$ cat src/rtl/rb_arb_pkg.sv
// Shared definitions for the register-bank access arbiter.
//   arb_state_t      : arbiter FSM states
//   K_RD_ABORT_DATA  : read data returned to a requester whose read timed out
//   K_*_DEF          : default parameter values used by rb_access_arbiter
package rb_arb_pkg;

  typedef enum logic [1:0] {
    IDLE     = 2'd0,
    ISSUE_WR = 2'd1,
    ISSUE_RD = 2'd2,
    WAIT_RD  = 2'd3
  } arb_state_t;

  localparam int K_N_REQ_DEF      = 2;
  localparam int K_ADDR_W_DEF     = 8;
  localparam int K_DATA_W_DEF     = 16;
  localparam int K_RD_TIMEOUT_DEF = 15;

  // Timeout counter width covers RD_TIMEOUT up to 255.
  localparam int K_TMO_W = 8;

  // Wide enough for any practical DATA_W; users truncate to DATA_W.
  localparam int                     K_DATA_W_MAX    = 64;
  localparam logic [K_DATA_W_MAX-1:0] K_RD_ABORT_DATA = '1;

endpackage

$ cat src/rtl/rb_rr_pick.sv
// Round-robin requester picker (purely combinational).
//   pend      in  : one bit per requester with any pending access
//   rr_ptr    in  : index where the search starts
//   grant_oh  out : one-hot grant (all zero when nothing pending)
//   grant_idx out : index of the granted requester
//   any       out : at least one requester pending
module rb_rr_pick #(
  parameter int N_REQ = 2,
  parameter int PTR_W = 1
) (
  input  logic [N_REQ-1:0] pend,
  input  logic [PTR_W-1:0] rr_ptr,
  output logic [N_REQ-1:0] grant_oh,
  output logic [PTR_W-1:0] grant_idx,
  output logic             any
);

  logic [PTR_W-1:0] cand;

  always_comb begin
    grant_idx = '0;
    any       = 1'b0;
    cand      = '0;
    for (int off = 0; off < N_REQ; off++) begin
      cand = PTR_W'((int'(rr_ptr) + off) % N_REQ);
      if (!any && pend[cand]) begin
        any       = 1'b1;
        grant_idx = cand;
      end
    end
    grant_oh = any ? (N_REQ'(1) << grant_idx) : '0;
  end

endmodule

$ cat src/rtl/rb_access_arbiter.sv
// Shares one register-bank write/read channel pair between N_REQ requesters.
// Requester strobes are latched into per-requester slots, granted in
// round-robin order (write before read within a requester) and serialised
// onto the bank. Read data is routed back to the issuer; a bank that never
// answers is cut off after RD_TIMEOUT cycles with all-ones data.
// Ports:
//   i_clk, i_rst                 : clock, synchronous active-high reset
//   sif_wr_req_*                 : requester write channels (flattened, N_REQ slices)
//   sif_rd_req_read/addr         : requester read strobes and addresses
//   sif_rd_req_data/valid        : read responses back to each requester
//   mif_wr_rb_*                  : bank write channel
//   mif_rd_rb_read/addr          : bank read strobe and address
//   mif_rd_rb_data/valid         : bank read response
//   o_overrun                    : pulse when a strobe overwrote a pending slot
//   o_rd_timeout                 : pulse when a requester's read was aborted
module rb_access_arbiter
  import rb_arb_pkg::*;
#(
  parameter int N_REQ      = K_N_REQ_DEF,
  parameter int ADDR_W     = K_ADDR_W_DEF,
  parameter int DATA_W     = K_DATA_W_DEF,
  parameter int RD_TIMEOUT = K_RD_TIMEOUT_DEF
) (
  input  logic                     i_clk,
  input  logic                     i_rst,
  input  logic [N_REQ-1:0]         sif_wr_req_write,
  input  logic [N_REQ*ADDR_W-1:0]  sif_wr_req_addr,
  input  logic [N_REQ*DATA_W-1:0]  sif_wr_req_data,
  input  logic [N_REQ*DATA_W-1:0]  sif_wr_req_bmask,
  input  logic [N_REQ-1:0]         sif_rd_req_read,
  input  logic [N_REQ*ADDR_W-1:0]  sif_rd_req_addr,
  output logic [N_REQ*DATA_W-1:0]  sif_rd_req_data,
  output logic [N_REQ-1:0]         sif_rd_req_valid,
  output logic                     mif_wr_rb_write,
  output logic [ADDR_W-1:0]        mif_wr_rb_addr,
  output logic [DATA_W-1:0]        mif_wr_rb_data,
  output logic [DATA_W-1:0]        mif_wr_rb_bmask,
  output logic                     mif_rd_rb_read,
  output logic [ADDR_W-1:0]        mif_rd_rb_addr,
  input  logic [DATA_W-1:0]        mif_rd_rb_data,
  input  logic                     mif_rd_rb_valid,
  output logic [N_REQ-1:0]         o_overrun,
  output logic [N_REQ-1:0]         o_rd_timeout
);

  localparam int PTR_W = $clog2(N_REQ);
  localparam logic [DATA_W-1:0] ABORT_DATA = K_RD_ABORT_DATA[DATA_W-1:0];

  // Slot contents gathered from the generate loop
  logic [N_REQ-1:0]  wr_pend;
  logic [N_REQ-1:0]  rd_pend;
  logic [ADDR_W-1:0] slot_wr_addr  [N_REQ];
  logic [DATA_W-1:0] slot_wr_data  [N_REQ];
  logic [DATA_W-1:0] slot_wr_bmask [N_REQ];
  logic [ADDR_W-1:0] slot_rd_addr  [N_REQ];

  // Per-requester response data, held until that requester's next read ends
  logic [DATA_W-1:0] rsp_data_q [N_REQ];

  // Control
  arb_state_t         state_q, state_d;
  logic [K_TMO_W-1:0] cnt_q, cnt_d;
  logic [PTR_W-1:0]   gnt_q, gnt_d;
  logic [PTR_W-1:0]   rr_q, rr_d;
  logic [N_REQ-1:0]   wr_clr, rd_clr;
  logic               issue_wr, issue_rd, rd_done, rd_abort;

  logic [N_REQ-1:0]   pick_oh;
  logic [PTR_W-1:0]   pick_idx;
  logic               pick_any;

  // ---- Capture slots: one pending write and one pending read per requester
  for (genvar i = 0; i < N_REQ; i++) begin : g_slot
    logic              wr_pend_q, rd_pend_q, ovr_q;
    logic [ADDR_W-1:0] wr_addr_q, rd_addr_q;
    logic [DATA_W-1:0] wr_data_q, wr_bmask_q;
    logic              wr_stb, rd_stb;

    assign wr_stb = sif_wr_req_write[i];
    assign rd_stb = sif_rd_req_read[i];

    always_ff @(posedge i_clk) begin
      if (i_rst) begin
        wr_pend_q  <= 1'b0;
        rd_pend_q  <= 1'b0;
        ovr_q      <= 1'b0;
        wr_addr_q  <= '0;
        wr_data_q  <= '0;
        wr_bmask_q <= '0;
        rd_addr_q  <= '0;
      end else begin
        // A strobe landing on the very edge its slot is being issued is a
        // fresh request, not an overwrite.
        ovr_q <= (wr_stb && wr_pend_q && !wr_clr[i]) ||
                 (rd_stb && rd_pend_q && !rd_clr[i]);
        if (wr_stb) begin
          wr_pend_q  <= 1'b1;
          wr_addr_q  <= sif_wr_req_addr[i*ADDR_W +: ADDR_W];
          wr_data_q  <= sif_wr_req_data[i*DATA_W +: DATA_W];
          wr_bmask_q <= sif_wr_req_bmask[i*DATA_W +: DATA_W];
        end else if (wr_clr[i]) begin
          wr_pend_q <= 1'b0;
        end
        if (rd_stb) begin
          rd_pend_q <= 1'b1;
          rd_addr_q <= sif_rd_req_addr[i*ADDR_W +: ADDR_W];
        end else if (rd_clr[i]) begin
          rd_pend_q <= 1'b0;
        end
      end
    end

    assign wr_pend[i]       = wr_pend_q;
    assign rd_pend[i]       = rd_pend_q;
    assign slot_wr_addr[i]  = wr_addr_q;
    assign slot_wr_data[i]  = wr_data_q;
    assign slot_wr_bmask[i] = wr_bmask_q;
    assign slot_rd_addr[i]  = rd_addr_q;
    assign o_overrun[i]     = ovr_q;
    assign sif_rd_req_data[i*DATA_W +: DATA_W] = rsp_data_q[i];
  end

  // ---- Grant selection
  rb_rr_pick #(
    .N_REQ (N_REQ),
    .PTR_W (PTR_W)
  ) u_pick (
    .pend      (wr_pend | rd_pend),
    .rr_ptr    (rr_q),
    .grant_oh  (pick_oh),
    .grant_idx (pick_idx),
    .any       (pick_any)
  );

  // ---- FSM next state
  always_comb begin
    state_d  = state_q;
    cnt_d    = cnt_q;
    gnt_d    = gnt_q;
    rr_d     = rr_q;
    wr_clr   = '0;
    rd_clr   = '0;
    issue_wr = 1'b0;
    issue_rd = 1'b0;
    rd_done  = 1'b0;
    rd_abort = 1'b0;
    unique case (state_q)
      IDLE: begin
        if (pick_any) begin
          gnt_d = pick_idx;
          rr_d  = (pick_idx == PTR_W'(N_REQ - 1)) ? '0 : pick_idx + 1'b1;
          if (|(wr_pend & pick_oh)) begin
            issue_wr = 1'b1;
            wr_clr   = pick_oh;
            state_d  = ISSUE_WR;
          end else begin
            issue_rd = 1'b1;
            rd_clr   = pick_oh;
            state_d  = ISSUE_RD;
          end
        end
      end
      ISSUE_WR: state_d = IDLE;
      ISSUE_RD: begin
        cnt_d   = K_TMO_W'(RD_TIMEOUT);
        state_d = WAIT_RD;
      end
      WAIT_RD: begin
        // valid is still honoured on the cycle the counter sits at zero
        if (mif_rd_rb_valid) begin
          rd_done = 1'b1;
          state_d = IDLE;
        end else if (cnt_q == '0) begin
          rd_abort = 1'b1;
          state_d  = IDLE;
        end else begin
          cnt_d = cnt_q - 1'b1;
        end
      end
      default: state_d = IDLE;
    endcase
  end

  // ---- FSM / control registers
  always_ff @(posedge i_clk) begin
    if (i_rst) begin
      state_q <= IDLE;
      cnt_q   <= '0;
      gnt_q   <= '0;
      rr_q    <= '0;
    end else begin
      state_q <= state_d;
      cnt_q   <= cnt_d;
      gnt_q   <= gnt_d;
      rr_q    <= rr_d;
    end
  end

  // ---- Registered bank and requester outputs
  always_ff @(posedge i_clk) begin
    if (i_rst) begin
      mif_wr_rb_write  <= 1'b0;
      mif_wr_rb_addr   <= '0;
      mif_wr_rb_data   <= '0;
      mif_wr_rb_bmask  <= '0;
      mif_rd_rb_read   <= 1'b0;
      mif_rd_rb_addr   <= '0;
      sif_rd_req_valid <= '0;
      o_rd_timeout     <= '0;
      for (int r = 0; r < N_REQ; r++) begin
        rsp_data_q[r] <= '0;
      end
    end else begin
      mif_wr_rb_write  <= issue_wr;
      mif_rd_rb_read   <= issue_rd;
      sif_rd_req_valid <= '0;
      o_rd_timeout     <= '0;
      if (issue_wr) begin
        mif_wr_rb_addr  <= slot_wr_addr[pick_idx];
        mif_wr_rb_data  <= slot_wr_data[pick_idx];
        mif_wr_rb_bmask <= slot_wr_bmask[pick_idx];
      end
      if (issue_rd) begin
        mif_rd_rb_addr <= slot_rd_addr[pick_idx];
      end
      if (rd_done || rd_abort) begin
        sif_rd_req_valid[gnt_q] <= 1'b1;
        rsp_data_q[gnt_q]       <= rd_done ? mif_rd_rb_data : ABORT_DATA;
      end
      if (rd_abort) begin
        o_rd_timeout[gnt_q] <= 1'b1;
      end
    end
  end

endmodule

$ cat config.mk
export PLATFORM = sky130hd
export DESIGN_NAME = rb_access_arbiter
export DESIGN_NICKNAME = d
export VERILOG_FILES = /design/src/rtl/rb_arb_pkg.sv /design/src/rtl/rb_rr_pick.sv /design/src/rtl/rb_access_arbiter.sv
export SDC_FILE = /design/constraint.sdc
export NUM_CORES = 1
export LEC_CHECK = 0
export CELL_PAD_IN_SITES_DETAIL_PLACEMENT = 1
export CELL_PAD_IN_SITES_GLOBAL_PLACEMENT = 1
export CORE_UTILIZATION = 38
export CTS_CLUSTER_DIAMETER = 30
export DETAILED_ROUTE_END_ITERATION = 16
export PLACE_DENSITY_LB_ADDON = 0.1
export RECOVER_POWER = 100
export SETUP_SLACK_MARGIN = 0.15
export SLEW_MARGIN = 40
export SYNTH_ARGS = -nofsm -noshare
export SYNTH_HDL_FRONTEND = slang
export SYNTH_HIERARCHICAL = 1
export SYNTH_SLANG_ARGS = --single-unit
$ cat constraint.sdc
create_clock -name i_clk -period 4 [get_ports i_clk]
set_input_delay 0.4 -clock i_clk [delete_from_list [all_inputs] [get_ports i_clk]]
set_output_delay 0.4 -clock i_clk [all_outputs]
set_load 0.05 [all_outputs]
==> flow_summary.ini, run 1 <==
[final_layout]
final_area_mm2 = 0.0105
layout.nets = 1032
post-route-util = 0.522
area_growth_pct = 35.2
drive_gt1_frac = 0.0563
final-seq-area_mm2 = 0.00432
n_antenna_cell = 0
multi_input_area_mm2 = 0.00315
num-fill-cells = 2180

[global_routing]
grt_pass1_vias = 6297
grt_pass1_wl_mm = 33.0
antenna_found_initial = 0
met2_usage = 0.347
grt_start_max_net_pins = 117
grt.busiest_layer = met2
track_usage = 0.198
grt.met1_usage = 0.226
grt_use_met3 = 0.0682
grt_overflow_total = 0

[clock_network]
cts_resized = 0
hold_buffers = 0
cts_buffers = 17
insertion_delay_ps = 430
clkSlewWorstSetupHoldPaths_ps = 70
cts_max_path_buffers = 2
postCtsSetupBuffers = 0
h-tree-depth = 4
cts_tree = done
cts-root-buf = clkbuf_16
cts.sinks = 200

[setup_path]
r2r-start = cnt_q[0]
r2r-end = rsp_data_q[0][12]
start_kind = input pin
criticalPathCategory = input pin to flip-flop
worstSetupEndpointType = flip-flop
r2r_setup_slack_ps = 970
cp.required_ps = 4230
critPathMaxFanout = 116
crit_end = cnt_q[3]
critPathArrivalTime_ps = 3400
r2r_cells = 6
startpoint = i_rst

[outcome]
status = finished, violations left
violations = capacitance limit, slew limit

[sta]
post-route-period-util = 0.793
finalHoldViolations = 0
setup_violations = 0
setup_slack_ps = 829
timing.fmax_mhz = 315
slew_violations = 169
fin_crit_ps = 3170
tns_ps = 0
fin_skew_ps = 10.9
rsz0062_at_grt = false
worstMarginPinSlew_ps = 2290
relSlewSlack = -0.526

[place]
dpl.hpwl_mm = 14.4
postPlaceCellArea_mm2 = 0.00998
portBuffers = 206
post-place-ws_ps = 1200
gp_congestion = 0.770

[route]
ant_nets = 0
viasPerCell = 4.96
drt_wl_total_mm = 20.5
wl_per_cell_um = 17.2
dr.pass1.iters = 5
via_count = 5924
route.detailed.drc = 0
drt-initial-drc-count = 240

[logic_synthesis]
seq_area_frac_synth = 0.555
synthArstFlopShare = 0
synth_edf_count = 32
yosysWarnings = 6
syn_area_mm2 = 0.00779
syn_area_per_cell_um2 = 10.6
syn_nets = 857
ys_ff_latch = 200
synth_cell_types = 49
ys.flop_type = dfxtp_1
synthCells = 736

[floorplan]
num_rows = 52
coreArea_mm2 = 0.0202
die_w_um = 145
die_y_um = 145
dieArea_mm2 = 0.0211
ioPinCount = 207
start_util = 0.386

[power]
vdd_drop_max_v = 0.000307
leakagePower_nw = 4.38
p_per_area_mw_per_mm2 = 506

[min_path]
hp-class = flip-flop to flip-flop

[flow_run]
drv_cap = 3
power by group:
part | switching, mW | internal, mW | leakage [nW]
Clock | 0.789 | 0.915 | 0.286
Sequential | 0.123 | 2.23 | 1.71
Combinational | 0.777 | 0.495 | 2.38
Total | 1.69 | 3.64 | 4.38
cells in the mapped netlist, types with 2 or more instances:
cell / instances / area share
nor2_1: 202 / 0.097
dfxtp_1: 168 / 0.43
mux2i_1: 146 / 0.19
a211oi_1: 49 / 0.047
edfxtp_1: 32 / 0.12
clkbuf_1: 25 / 0.012
buf_2: 17 / 0.011
a21oi_1: 9 / 0.0058
buf_4: 7 / 0.0067
a21boi_0: 6 / 0.0058
buf_6: 5 / 0.0072
inv_1: 5 / 0.0024
nand2b_1: 5 / 0.0040
nand2_1: 4 / 0.0019
nor2b_1: 4 / 0.0032
or2_2: 4 / 0.0032
or3_1: 4 / 0.0032
nand3_1: 3 / 0.0019
o21a_1: 3 / 0.0029
or2_1: 3 / 0.0024
a32oi_1: 2 / 0.0022
a41oi_1: 2 / 0.0022
buf_1: 2 / 0.00096
ha_1: 2 / 0.0032
inv_2: 2 / 0.00096
nor3_1: 2 / 0.0013
registers in the layout (all words and copies together), names as in the netlist, 8 cells and up:
register,flops
g_slot.wr_data_q,32
cnt_q,8
g_slot.wr_bmask_q,32
rsp_data_q,32
mif_wr_rb_addr,8
g_slot.wr_addr_q,16
mif_wr_rb_bmask,16
g_slot.rd_addr_q,16
mif_wr_rb_data,16
mif_rd_rb_addr,8
worst min path at each step:
stage	endpoint	cells after the start	startpoint	slack (ps)
global route	g_slot[1].wr_data_q[6]	2	g_slot[1].wr_data_q[6]	520
global placement	g_slot[1].wr_addr_q[1]	2	g_slot[1].wr_addr_q[1]	470
finish	mif_wr_rb_bmask[6]	2	mif_wr_rb_bmask[6]	500
detailed placement	g_slot[0].wr_bmask_q[10]	2	g_slot[0].wr_bmask_q[10]	480
floorplan	g_slot[0].rd_addr_q[0]	2	g_slot[0].rd_addr_q[0]	460
CTS	g_slot[1].wr_data_q[15]	2	i_rst	430
per-layer routing:
layer  wire length, um  share of wire  up-vias
li1                  -              -     2891
met1              8550           0.42     2869
met2             10300           0.50      141
met3              1290          0.063       23
met4               376          0.018        0
met5                 0              0        -
metrics by stage:
| step | power [mW] | std cells | hold WS (ps) |
|---|---|---|---|
| final | 5.33 | 1194 | 497 |
| after global routing | 5.57 | 1194 | 522 |
| after CTS | 5.43 | 1194 | 432 |
| after detailed placement | 3.71 | 1162 | 485 |
| after global placement | 3.66 | 1162 | 472 |
| after floorplan | 3.25 | 736 | 460 |
worst max-delay path: stages:
cell,delay (ps)
clkbuf_2,800
clkbuf_2,1780
nand2b_1,250
o32ai_1,70
layout make-up:
cell class	count	area share
Multi-Input combinational cell	473	0.300
Inverter	7	0.00250
Clock inverter	13	0.0124
Tap cell	270	0.0321
Timing Repair Buffer	212	0.200
Clock buffer	19	0.0431
Sequential cell	200	0.411
cells in the final DEF, fill, tap and decap left out, drive strengths merged, types with 3 or more instances in the layout:
cell	count
or2	7
dfxtp	168
clkdlybuf4s50	115
clkbuf	26
nor2b	4
clkinv	3
a211oi	49
nor2	203
or3	4
inv	15
a21boi	7
o21a	3
nand2	4
mux2i	146
a21oi	10
nand3	3
edfxtp	32
nand2b	5
dlygate4sd3	88
cell families after synthesis:
logic type      Yosys count  synth area share
compound gates           81            0.0786
xor+xnor                  1           0.00112
fa+ha+maj                 2           0.00321
buf+inv                  63            0.0413
flops                   200             0.555
mux                     146             0.188
simple gates            243             0.133
No activity file was read; power rests on OpenSTA's default activity.
==> run 2: changes to the inputs <==
- CORE_UTILIZATION: 38 -> 37
- clock period: 4 -> 2.99 ns (I/O delays scaled with it)
==> run 2 against run 1 <==
  * The run still ends with capacitance limit, slew limit left
  * Sequential power is 33% higher
  * Non-clock buffer count up 6
  * Die area rose by 2.7%
  * Final area increased by 0.68%
  * Final cell count increased by 0.50%
  * Power grew 35%
  * Clock power is 38% higher
  * Critical path type unchanged
  * Critical endpoint is now g_slot[1].wr_addr_q[4]
  * Largest cell class unchanged
==> flow_summary.ini, run 2 (synthesis gave the netlist of run 1 again) <==
[place]
postPlaceCellArea_mm2 = 0.0100
dpl.hpwl_mm = 14.2
gp_congestion = 0.773
portBuffers = 206

[outcome]
violations = capacitance limit, slew limit
status = finished, violations left

[floorplan]
start_util = 0.381
coreArea_mm2 = 0.0204
die_y_um = 147
num_rows = 52
die_w_um = 147
ioPinCount = 207
dieArea_mm2 = 0.0216

[clock_network]
cts_buffers = 17
cts.sinks = 200
hold_buffers = 0
cts-root-buf = clkbuf_16
cts_resized = 0
postCtsSetupBuffers = 0
cts_max_path_buffers = 2
insertion_delay_ps = 440
cts_tree = done
h-tree-depth = 4
clkSlewWorstSetupHoldPaths_ps = 70

[setup_path]
criticalPathCategory = input pin to flip-flop
worstSetupEndpointType = flip-flop
cp_slowest_cell = clkbuf_1
path_cells = clkbuf_1 > clkbuf_2 > mux2i_1 > nor2_1
cp.required_ps = 3250
start_kind = input pin
critPathArrivalTime_ps = 2820
critPathMaxFanout = 22
critical_path.max_stage_delay_ps = 1330

[final_layout]
top_regs = g_slot.wr_bmask_q: 32 flops, g_slot.wr_data_q: 32 flops, rsp_data_q: 32 flops
n_antenna_cell = 0
post-route-util = 0.519
drive_gt1_frac = 0.0613
area_growth_pct = 36.1
final_cell_mix = nor2_1 (202), dfxtp_1 (168), mux2i_1 (146)
final_area_mm2 = 0.0106
final_common_cell = nor2_1
layout.nets = 1038

[global_routing]
grt_overflow_total = 0
track_usage = 0.195
grt_pass1_vias = 6384
grt_start_max_net_pins = 82
grt_pass1_wl_mm = 33.1
antenna_found_initial = 0

[flow_run]
drv_cap = 1

[sta]
fin_skew_ps = 12.0
rsz0062_at_grt = false
worstMarginPinSlew_ps = 1900
slew_violations = 23
relSlewSlack = -0.263
timing.fmax_mhz = 391
post-route-period-util = 0.856
tns_ps = 0
setup_violations = 0
finalHoldViolations = 0
fin_crit_ps = 2560

[power]
leakagePower_nw = 4.43
vdd_drop_max_v = 0.000396
swShare = 0.316
seqPwrFrac = 0.435
combPwrFrac = 0.239
pwr-share-clk = 0.326
p_int_mw = 4.92
p_per_area_mw_per_mm2 = 679
total_power_mw = 7.19
p_sw_mw = 2.28

[route]
via_count = 5967
drt_wl_total_mm = 20.4
drt-initial-drc-count = 126
dr.pass1.iters = 4
ant_nets = 0
viasPerCell = 4.97
wl_per_cell_um = 17.0
route.detailed.drc = 0

[min_path]
hp-class = input pin to flip-flop
## run 2: changes by cell type in the layout (fill, tap and decap cells not counted), moves of 2 or more
| cell | change |
|---|---|
| clkdlybuf4s50_1 | -2 |
| clkbuf_8 | +2 |
| inv_8 | +3 |
| inv_6 | -5 |
| buf_4 | +6 |
| dlygate4sd3_1 | +2 |
| clkinv_4 | +2 |
## run 2: stage by stage
stage	cells	setup WS, ps	hold slack, ps
detailed placement	1168	636	486
finish	1200	429	274
floorplan	736	905	376
global placement	1168	769	472
CTS	1200	621	165
global route	1200	250	322
## run 2: final timing paths
kind | startpoint | endpoint | slack, ps | depth (start not counted)
max | sif_wr_req_write[1] | g_slot[1].wr_addr_q[4] | 430 | 4
min reg2reg | g_slot[1].wr_data_q[12] | g_slot[1].wr_data_q[12] | 500 | 2
max reg2reg | g_slot[0].rd_pend_q | mif_rd_rb_addr[7] | 460 | 6
min | i_rst | o_rd_timeout[0] | 270 | 3
## run 2: power groups by stage
stage	clock network, mW	registers, mW	logic (mW)
2_1_floorplan	0	3.59	0.753
4_1_cts	2.41	3.14	1.79
5_1_grt	2.53	3.16	1.84
6_report	2.35	3.13	1.72
3_3_place_gp	0	3.18	1.73
3_5_place_dp	0	3.20	1.78
## run 2: metal layers
metal  track usage  wire, um  up-vias  part of all wire
met5             0         0        -                 0
met4        0.0686       371        0             0.018
met3        0.0547      1230       22             0.060
met2         0.338     10000      154              0.49
met1         0.229      8820     2882              0.43
li1              -         -     2909                 -
## run 2: cell type report
cell class / count / area (um^2)
clock buffer: 20 / 478
inverter: 7 / 26.3
multi-input combinational: 473 / 3160
sequential: 200 / 4320
timing repair buffer: 218 / 2150
clock inverter: 12 / 130
fill: 2231 / 9830
tap: 270 / 338
## run 2: critical path, delay by kind of cell
family / cells / cell delay (ps)
buffers and inverters: 2 / 2170
multiplexers: 1 / 260
AND/OR/NAND/NOR: 1 / 60
